<file path="src/rtl/fp_mul_pkg.sv">
// ----------------------------------------------------------------------------
// fp_mul_pkg
// Shared definitions for the fp_mul_sched block: operand/rounding widths,
// rounding-mode encodings and the result flag pair.
// No ports (package).
// ----------------------------------------------------------------------------
package fp_mul_pkg;

   localparam int unsigned FP_W = 32;
   localparam int unsigned RM_W = 3;

   // Codes 101..111 are reserved; the scheduler never interprets rmode, it
   // only forwards it to the multiplier.
   typedef enum logic [RM_W-1:0] {
      RM_RNE = 3'b000,
      RM_RTZ = 3'b001,
      RM_RDN = 3'b010,
      RM_RUP = 3'b011,
      RM_RMM = 3'b100
   } rmode_e;

   typedef struct packed {
      logic ovrf;
      logic udrf;
   } fp_flags_t;

endpackage

</file>
<file path="src/rtl/fp_mul_rr_arb.sv">
// ----------------------------------------------------------------------------
// fp_mul_rr_arb
// NREQ-wide round-robin arbiter with one-hot grant. The search starts at the
// pointer; after a grant the pointer moves to (winner+1) mod NREQ, otherwise
// it holds.
// Ports:
//   clk, rst_n : clock, synchronous active-low reset (pointer -> 0)
//   i_req      : request vector (already qualified by the caller)
//   o_gnt      : one-hot grant, combinational
//   o_win      : index of the granted requester (valid when o_any)
//   o_any      : a grant is issued this cycle
// ----------------------------------------------------------------------------
module fp_mul_rr_arb #(
   parameter int unsigned NREQ = 4,
   localparam int unsigned IW  = (NREQ > 1) ? $clog2(NREQ) : 1
) (
   input  logic            clk,
   input  logic            rst_n,
   input  logic [NREQ-1:0] i_req,
   output logic [NREQ-1:0] o_gnt,
   output logic [IW-1:0]   o_win,
   output logic            o_any
);

   logic [IW-1:0] r_ptr;

   // Two passes: first the requesters at or above the pointer, then wrap
   // around to the lowest requester overall.
   always_comb begin
      o_gnt = '0;
      o_win = '0;
      o_any = 1'b0;
      for (int unsigned i = 0; i < NREQ; i++) begin
         if (!o_any && i_req[i] && (i >= 32'(r_ptr))) begin
            o_any    = 1'b1;
            o_win    = IW'(i);
            o_gnt[i] = 1'b1;
         end
      end
      for (int unsigned i = 0; i < NREQ; i++) begin
         if (!o_any && i_req[i]) begin
            o_any    = 1'b1;
            o_win    = IW'(i);
            o_gnt[i] = 1'b1;
         end
      end
   end

   always_ff @(posedge clk) begin
      if (!rst_n) begin
         r_ptr <= '0;
      end else if (o_any) begin
         r_ptr <= (o_win == IW'(NREQ - 1)) ? '0 : o_win + IW'(1);
      end
   end

endmodule

</file>
<file path="src/rtl/fp_mul_sched.sv">
// ----------------------------------------------------------------------------
// fp_mul_sched
// Shares one combinational FP multiplier among NREQ requesters. A granted
// request is registered (ISSUE), the multiplier result is captured at the
// end of that cycle into the requester's result slot, and held until the
// requester takes it. One outstanding operation per requester.
// Ports:
//   clk, rst_n             : clock, synchronous active-low reset
//   req_valid/req_ready    : per-requester request handshake (ready = grant)
//   req_x, req_y, req_rmode: per-requester operands, NREQ x 32/32/3 packed
//   rsp_valid/rsp_ready    : per-requester result handshake
//   rsp_z, rsp_flags       : per-requester result and {ovrf,udrf}
//   mul_x, mul_y, mul_rmode: to shared multiplier (zero when idle)
//   mul_z, mul_ovrf/udrf   : from shared multiplier
//   busy                   : operation in flight or any result pending
// Optional (macro FP_MUL_SCHED_STATS_EN):
//   stat_ops, stat_ovrf, stat_udrf : saturating 16-bit capture counters
// ----------------------------------------------------------------------------
module fp_mul_sched
   import fp_mul_pkg::*;
#(
   parameter int unsigned NREQ = 4
) (
   input  logic                 clk,
   input  logic                 rst_n,
   input  logic [NREQ-1:0]      req_valid,
   output logic [NREQ-1:0]      req_ready,
   input  logic [NREQ*FP_W-1:0] req_x,
   input  logic [NREQ*FP_W-1:0] req_y,
   input  logic [NREQ*RM_W-1:0] req_rmode,
   output logic [NREQ-1:0]      rsp_valid,
   input  logic [NREQ-1:0]      rsp_ready,
   output logic [NREQ*FP_W-1:0] rsp_z,
   output logic [NREQ*2-1:0]    rsp_flags,
   output logic [FP_W-1:0]      mul_x,
   output logic [FP_W-1:0]      mul_y,
   output logic [RM_W-1:0]      mul_rmode,
   input  logic [FP_W-1:0]      mul_z,
   input  logic                 mul_ovrf,
   input  logic                 mul_udrf,
   output logic                 busy
`ifdef FP_MUL_SCHED_STATS_EN
   ,
   output logic [15:0]          stat_ops,
   output logic [15:0]          stat_ovrf,
   output logic [15:0]          stat_udrf
`endif
);

   localparam int unsigned IW = (NREQ > 1) ? $clog2(NREQ) : 1;

   localparam logic [0:0] ST_IDLE  = 1'b0;
   localparam logic [0:0] ST_ISSUE = 1'b1;

   logic [0:0]          r_state;
   logic [NREQ-1:0]     r_pending;
   logic [NREQ-1:0]     r_rsp_valid;
   logic [FP_W-1:0]     r_x;
   logic [FP_W-1:0]     r_y;
   logic [RM_W-1:0]     r_rm;
   logic [IW-1:0]       r_tag;
   logic [NREQ*FP_W-1:0] r_rsp_z;
   logic [NREQ*2-1:0]   r_rsp_flags;

   logic [NREQ-1:0]     w_elig;
   logic [NREQ-1:0]     w_gnt;
   logic [IW-1:0]       w_win;
   logic                w_any;
   logic                w_issue;
   logic [NREQ-1:0]     w_drain;
   logic [NREQ-1:0]     w_cap;
   logic [FP_W-1:0]     w_sel_x;
   logic [FP_W-1:0]     w_sel_y;
   logic [RM_W-1:0]     w_sel_rm;
   fp_flags_t           w_flags;

   // Eligibility uses the registered pending bit, so a drain and a new
   // request in the same cycle cost one bubble. Reset masks all grants.
   assign w_elig  = req_valid & ~r_pending & {NREQ{rst_n}};
   assign w_issue = (r_state == ST_ISSUE);
   assign w_drain = r_rsp_valid & rsp_ready;
   assign w_flags = '{ovrf: mul_ovrf, udrf: mul_udrf};

   fp_mul_rr_arb #(
      .NREQ (NREQ)
   ) u_arb (
      .clk   (clk),
      .rst_n (rst_n),
      .i_req (w_elig),
      .o_gnt (w_gnt),
      .o_win (w_win),
      .o_any (w_any)
   );

   // One-hot mux of the winner's operands, plus capture decode of the tag.
   always_comb begin
      w_sel_x  = '0;
      w_sel_y  = '0;
      w_sel_rm = '0;
      w_cap    = '0;
      for (int unsigned i = 0; i < NREQ; i++) begin
         w_sel_x  = w_sel_x  | (req_x[i*FP_W +: FP_W]     & {FP_W{w_gnt[i]}});
         w_sel_y  = w_sel_y  | (req_y[i*FP_W +: FP_W]     & {FP_W{w_gnt[i]}});
         w_sel_rm = w_sel_rm | (req_rmode[i*RM_W +: RM_W] & {RM_W{w_gnt[i]}});
         w_cap[i] = w_issue && (r_tag == IW'(i));
      end
   end

   always_ff @(posedge clk) begin
      if (!rst_n) begin
         r_state     <= ST_IDLE;
         r_pending   <= '0;
         r_rsp_valid <= '0;
         r_x         <= '0;
         r_y         <= '0;
         r_rm        <= '0;
         r_tag       <= '0;
         r_rsp_z     <= '0;
         r_rsp_flags <= '0;
      end else begin
         r_state <= w_any ? ST_ISSUE : ST_IDLE;
         if (w_any) begin
            r_x   <= w_sel_x;
            r_y   <= w_sel_y;
            r_rm  <= w_sel_rm;
            r_tag <= w_win;
         end
         // A slot being captured is never being drained: its result is not
         // valid yet while its operation is still in flight.
         r_pending   <= (r_pending & ~w_drain) | w_gnt;
         r_rsp_valid <= (r_rsp_valid & ~w_drain) | w_cap;
         for (int unsigned i = 0; i < NREQ; i++) begin
            if (w_cap[i]) begin
               r_rsp_z[i*FP_W +: FP_W] <= mul_z;
               r_rsp_flags[i*2 +: 2]   <= w_flags;
            end
         end
      end
   end

`ifdef FP_MUL_SCHED_STATS_EN
   always_ff @(posedge clk) begin
      if (!rst_n) begin
         stat_ops  <= '0;
         stat_ovrf <= '0;
         stat_udrf <= '0;
      end else if (w_issue) begin
         if (stat_ops != 16'hFFFF)
            stat_ops <= stat_ops + 16'd1;
         if (mul_ovrf && (stat_ovrf != 16'hFFFF))
            stat_ovrf <= stat_ovrf + 16'd1;
         if (mul_udrf && (stat_udrf != 16'hFFFF))
            stat_udrf <= stat_udrf + 16'd1;
      end
   end
`endif

   assign req_ready = w_gnt;
   assign rsp_valid = r_rsp_valid;
   assign rsp_z     = r_rsp_z;
   assign rsp_flags = r_rsp_flags;
   assign mul_x     = w_issue ? r_x  : '0;
   assign mul_y     = w_issue ? r_y  : '0;
   assign mul_rmode = w_issue ? r_rm : '0;
   assign busy      = w_issue | (|r_pending);

endmodule

</file>
<file path="config.mk">
export PLATFORM = sky130hd
export DESIGN_NAME = fp_mul_sched
export DESIGN_NICKNAME = d
export VERILOG_FILES = /design/src/rtl/fp_mul_pkg.sv /design/src/rtl/fp_mul_rr_arb.sv /design/src/rtl/fp_mul_sched.sv
export SDC_FILE = /design/constraint.sdc
export NUM_CORES = 1
export LEC_CHECK = 0
export ABC_CLOCK_PERIOD_IN_PS = 3940
export CORE_AREA = 2 2 202 204
export CTS_CLUSTER_DIAMETER = 60
export DETAILED_ROUTE_END_ITERATION = 8
export DIE_AREA = 0 0 204 206
export GPL_ROUTABILITY_DRIVEN = 0
export PLACE_DENSITY_LB_ADDON = 0.05
export RECOVER_POWER = 100
export SYNTH_ARGS = -nofsm -noshare
export SYNTH_HDL_FRONTEND = slang
export SYNTH_HIERARCHICAL = 1
export SYNTH_SLANG_ARGS = --single-unit
</file>
<file path="constraint.sdc">
create_clock -name clk -period 3.94 [get_ports clk]
set_clock_uncertainty 0.15 [all_clocks]
set_input_delay 1.182 -clock clk [delete_from_list [all_inputs] [get_ports clk]]
set_output_delay 1.182 -clock clk [all_outputs]
set_load 0.05 [all_outputs]
</file>
==> impl_metrics.tcl <==
set metrics [dict create \
    setup_viol 0 \
    dp.cells 2122 \
    detail_route.wl_per_cell_um 20.93 \
    worst_ir_drop_vdd_v 0.0002516 \
    p_leak_uw 0.006189 \
    synth_warnings 6 \
    worst_slack_ns 0.1165 \
    cp_max_fo 3 \
    fp.dieW_um 204 \
    worstPathArrival_ns 2.49 \
    synth_top_area_cell "dfxtp_1" \
    rr_worst_depth 8 \
    async_flop_share_pct 0 \
    cap_viol_max_count 3 \
    violations "max-capacitance violations, max-slew violations" \
    num_rows 74 \
    place_area_sq_um 15280 \
    yosysSeqAreaShare_pct 45.11 \
    cts_max_level 1 \
    fin_crit_sh_pct 97.04 \
    vias_per_cell 4.642 \
    fmax_ghz 0.2615 \
    dieArea_sq_um 42020 \
    fin_area_sq_um 16350 \
    grt_pass1_wl_um 66190 \
    fin_hold_ws_ns 0.3056 \
    synth_edf_count 0 \
    clkLatencyLatePin_ns 0.56 \
    crit_required_ns 2.61 \
    cts_tree "done" \
    rsz0062_at_grt "no" \
    synthTopCellsByArea "dfxtp_1, nand2_1, a22oi_1, a21boi_0, and2_1" \
    layout_common_cells "clkdlybuf4s50_1, nand2_1, dfxtp_1, dlygate4sd3_1, a21boi_0" \
    firstDrtPassIters 5 \
    start_util_pct 23.86 \
    io_buffers 523 \
    grt_overflow 0 \
    yosys.area.top_type_share_pct 45.11 \
    yosysUniqueCellTypes 35 \
    cts_setup_buffers 0 \
    status "complete, but fails checks" \
    clkSinkCount 216 \
    antenna_found_initial 9 \
    nets 1934 \
    via_count 10143 \
    syn_nets 1462 \
    syn_inst 1150 \
    slew_headroom_pct -38.56 \
    cts_root_buffer "clkbuf_16" \
    finalSetupTns_ns 0 \
    endpoint_kind "primary output" \
    dr.first_iter.drc_count 419 \
    fp.dieH_um 206 \
    crit_type "input pin to primary output" \
    drive_gt1_share_pct 5.832 \
    fin_cells 2185 \
    grt_usage_pct 20.92 \
    p_per_area_nw_per_um2 410.9 \
    min_period_ns 3.823 \
    post-place-ws_ns -0.06245 \
    multi_input_area_sq_um 4737 \
    dp_hpwl_um 33050 \
    final_max_slew_viol_count 194 \
    clock_path_buffers 3 \
    synthFlopType "dfxtp_1" \
    hold_viol_final 0 \
    ant_nets 0 \
    grt_max_degree 90 \
    hp-class "flop to flop" \
    ioPinCount 524 \
    seq_area_sq_um 4325 \
    hold_depth 2 \
    synth.avg_cell_area_sq_um 8.336 \
    synthToLayoutAreaGrowth_pct 70.50 \
    worst_setup_path_start_kind "input pin" \
    grt_pass1_vias 10307 \
    n_fill_cell 4110 \
    worst_pin_slew_ns 2.078 \
    routed_wl_um 45730 \
    layout_commonest_cell "clkdlybuf4s50_1" \
    synth_seq_cells 216 \
    drc 0 \
    cts.reportedPaths.clkPinSlew_ns 0.06 \
    coreArea_sq_um 40180 \
    cts_made_buffers 30 \
    syn-cell-area_sq_um 9587 \
]
## final timing paths
| kind | startpoint | endpoint | slack, ns |
|---|---|---|---|
| worst max-delay path | req_valid[1] | req_ready[2] | 0.12 |
| worst min-delay path | rsp_z[25]$_SDFFE_PN0P_ | rsp_z[25]$_SDFFE_PN0P_ | 0.31 |
| worst max register to register | r_pending[0]$_SDFF_PN0_ | r_y[9]$_SDFFE_PN0P_ | 0.80 |
| worst min register to register | rsp_z[25]$_SDFFE_PN0P_ | rsp_z[25]$_SDFFE_PN0P_ | 0.31 |
## through the flow
step	total power (uW)	util (%)
3_3_place_gp	3987	38.03
5_1_grt	7034	40.67
4_1_cts	6874	40.62
6_report	6716	40.68
2_1_floorplan	3257	-
3_5_place_dp	3996	38.03
## metal layers
layer / GRT usage (%) / vias to the layer above / share of wire [%]
met4: 6.366 / 6 / 2.1
met3: 7.647 / 56 / 9.1
met5: 0 / - / 0.096
met1: 22.48 / 4742 / 37
met2: 38.14 / 338 / 52
li1: - / 5001 / -
## worst max-delay path, cell delays in order
cell and delay, ns:
clkdlybuf4s50_1 0.41, nand2_1 0.09, nor2_2 0.05, nor2_1 0.14, o21ai_0 0.10, buf_4 0.16, a21oi_4 0.19, buf_12 0.16
## report_power, final
part           leakage, uW  switching (uW)  internal (uW)
clock             0.000495            1080           1730
sequential         0.00176            78.8           2330
combinational      0.00393             854            639
total              0.00619            2020           4700
## state kept, by name, summed over array words and instances, names as in the netlist
name         cells
r_rm             3
r_state          1
r_y             32
r_pending        4
rsp_valid        4
r_x             32
u_arb/r_ptr      2
r_tag            2
rsp_z          128
rsp_flags        8
## Yosys cell counts (2+ instances only)
library cell and count:
nor2b_1 6, dfxtp_1 216, o22ai_1 4, nor2_1 8, inv_1 4, nor3_1 2, nand2b_1 5, a31oi_1 67
buf_2 27, and3b_1 3, and2_1 69, a21boi_0 109, a22oi_1 134, buf_4 9, clkbuf_1 64, buf_6 10
mux2i_1 2, nand2_1 286, a21boi_1 30, o21ai_0 73, a21oi_1 8
## timing repair
action | 4_1_cts | 5_1_grt
gates resized for setup | 2 | 8
pin swaps | 0 | 2
hold buffers | 0 | 0
endpoints found under the setup margin | 2 | 4
## layout make-up
class / count / share of cell area [%]
timing repair buffer: 551 / 33.96
multi-input combinational: 819 / 28.98
sequential: 216 / 26.46
clock buffer: 41 / 5.029
tap: 532 / 4.072
clock inverter: 15 / 1.294
antenna: 7 / 0.1072
inverter: 4 / 0.09186
## cells by family after synthesis
family / synth area share, %
AOI/OAI and AO/OA: 30.76
buffers and inverters: 5.990
muxes: 0.2088
and+or+nand+nor: 17.93
DFF: 45.11
Power figures use the tool's default switching activity.
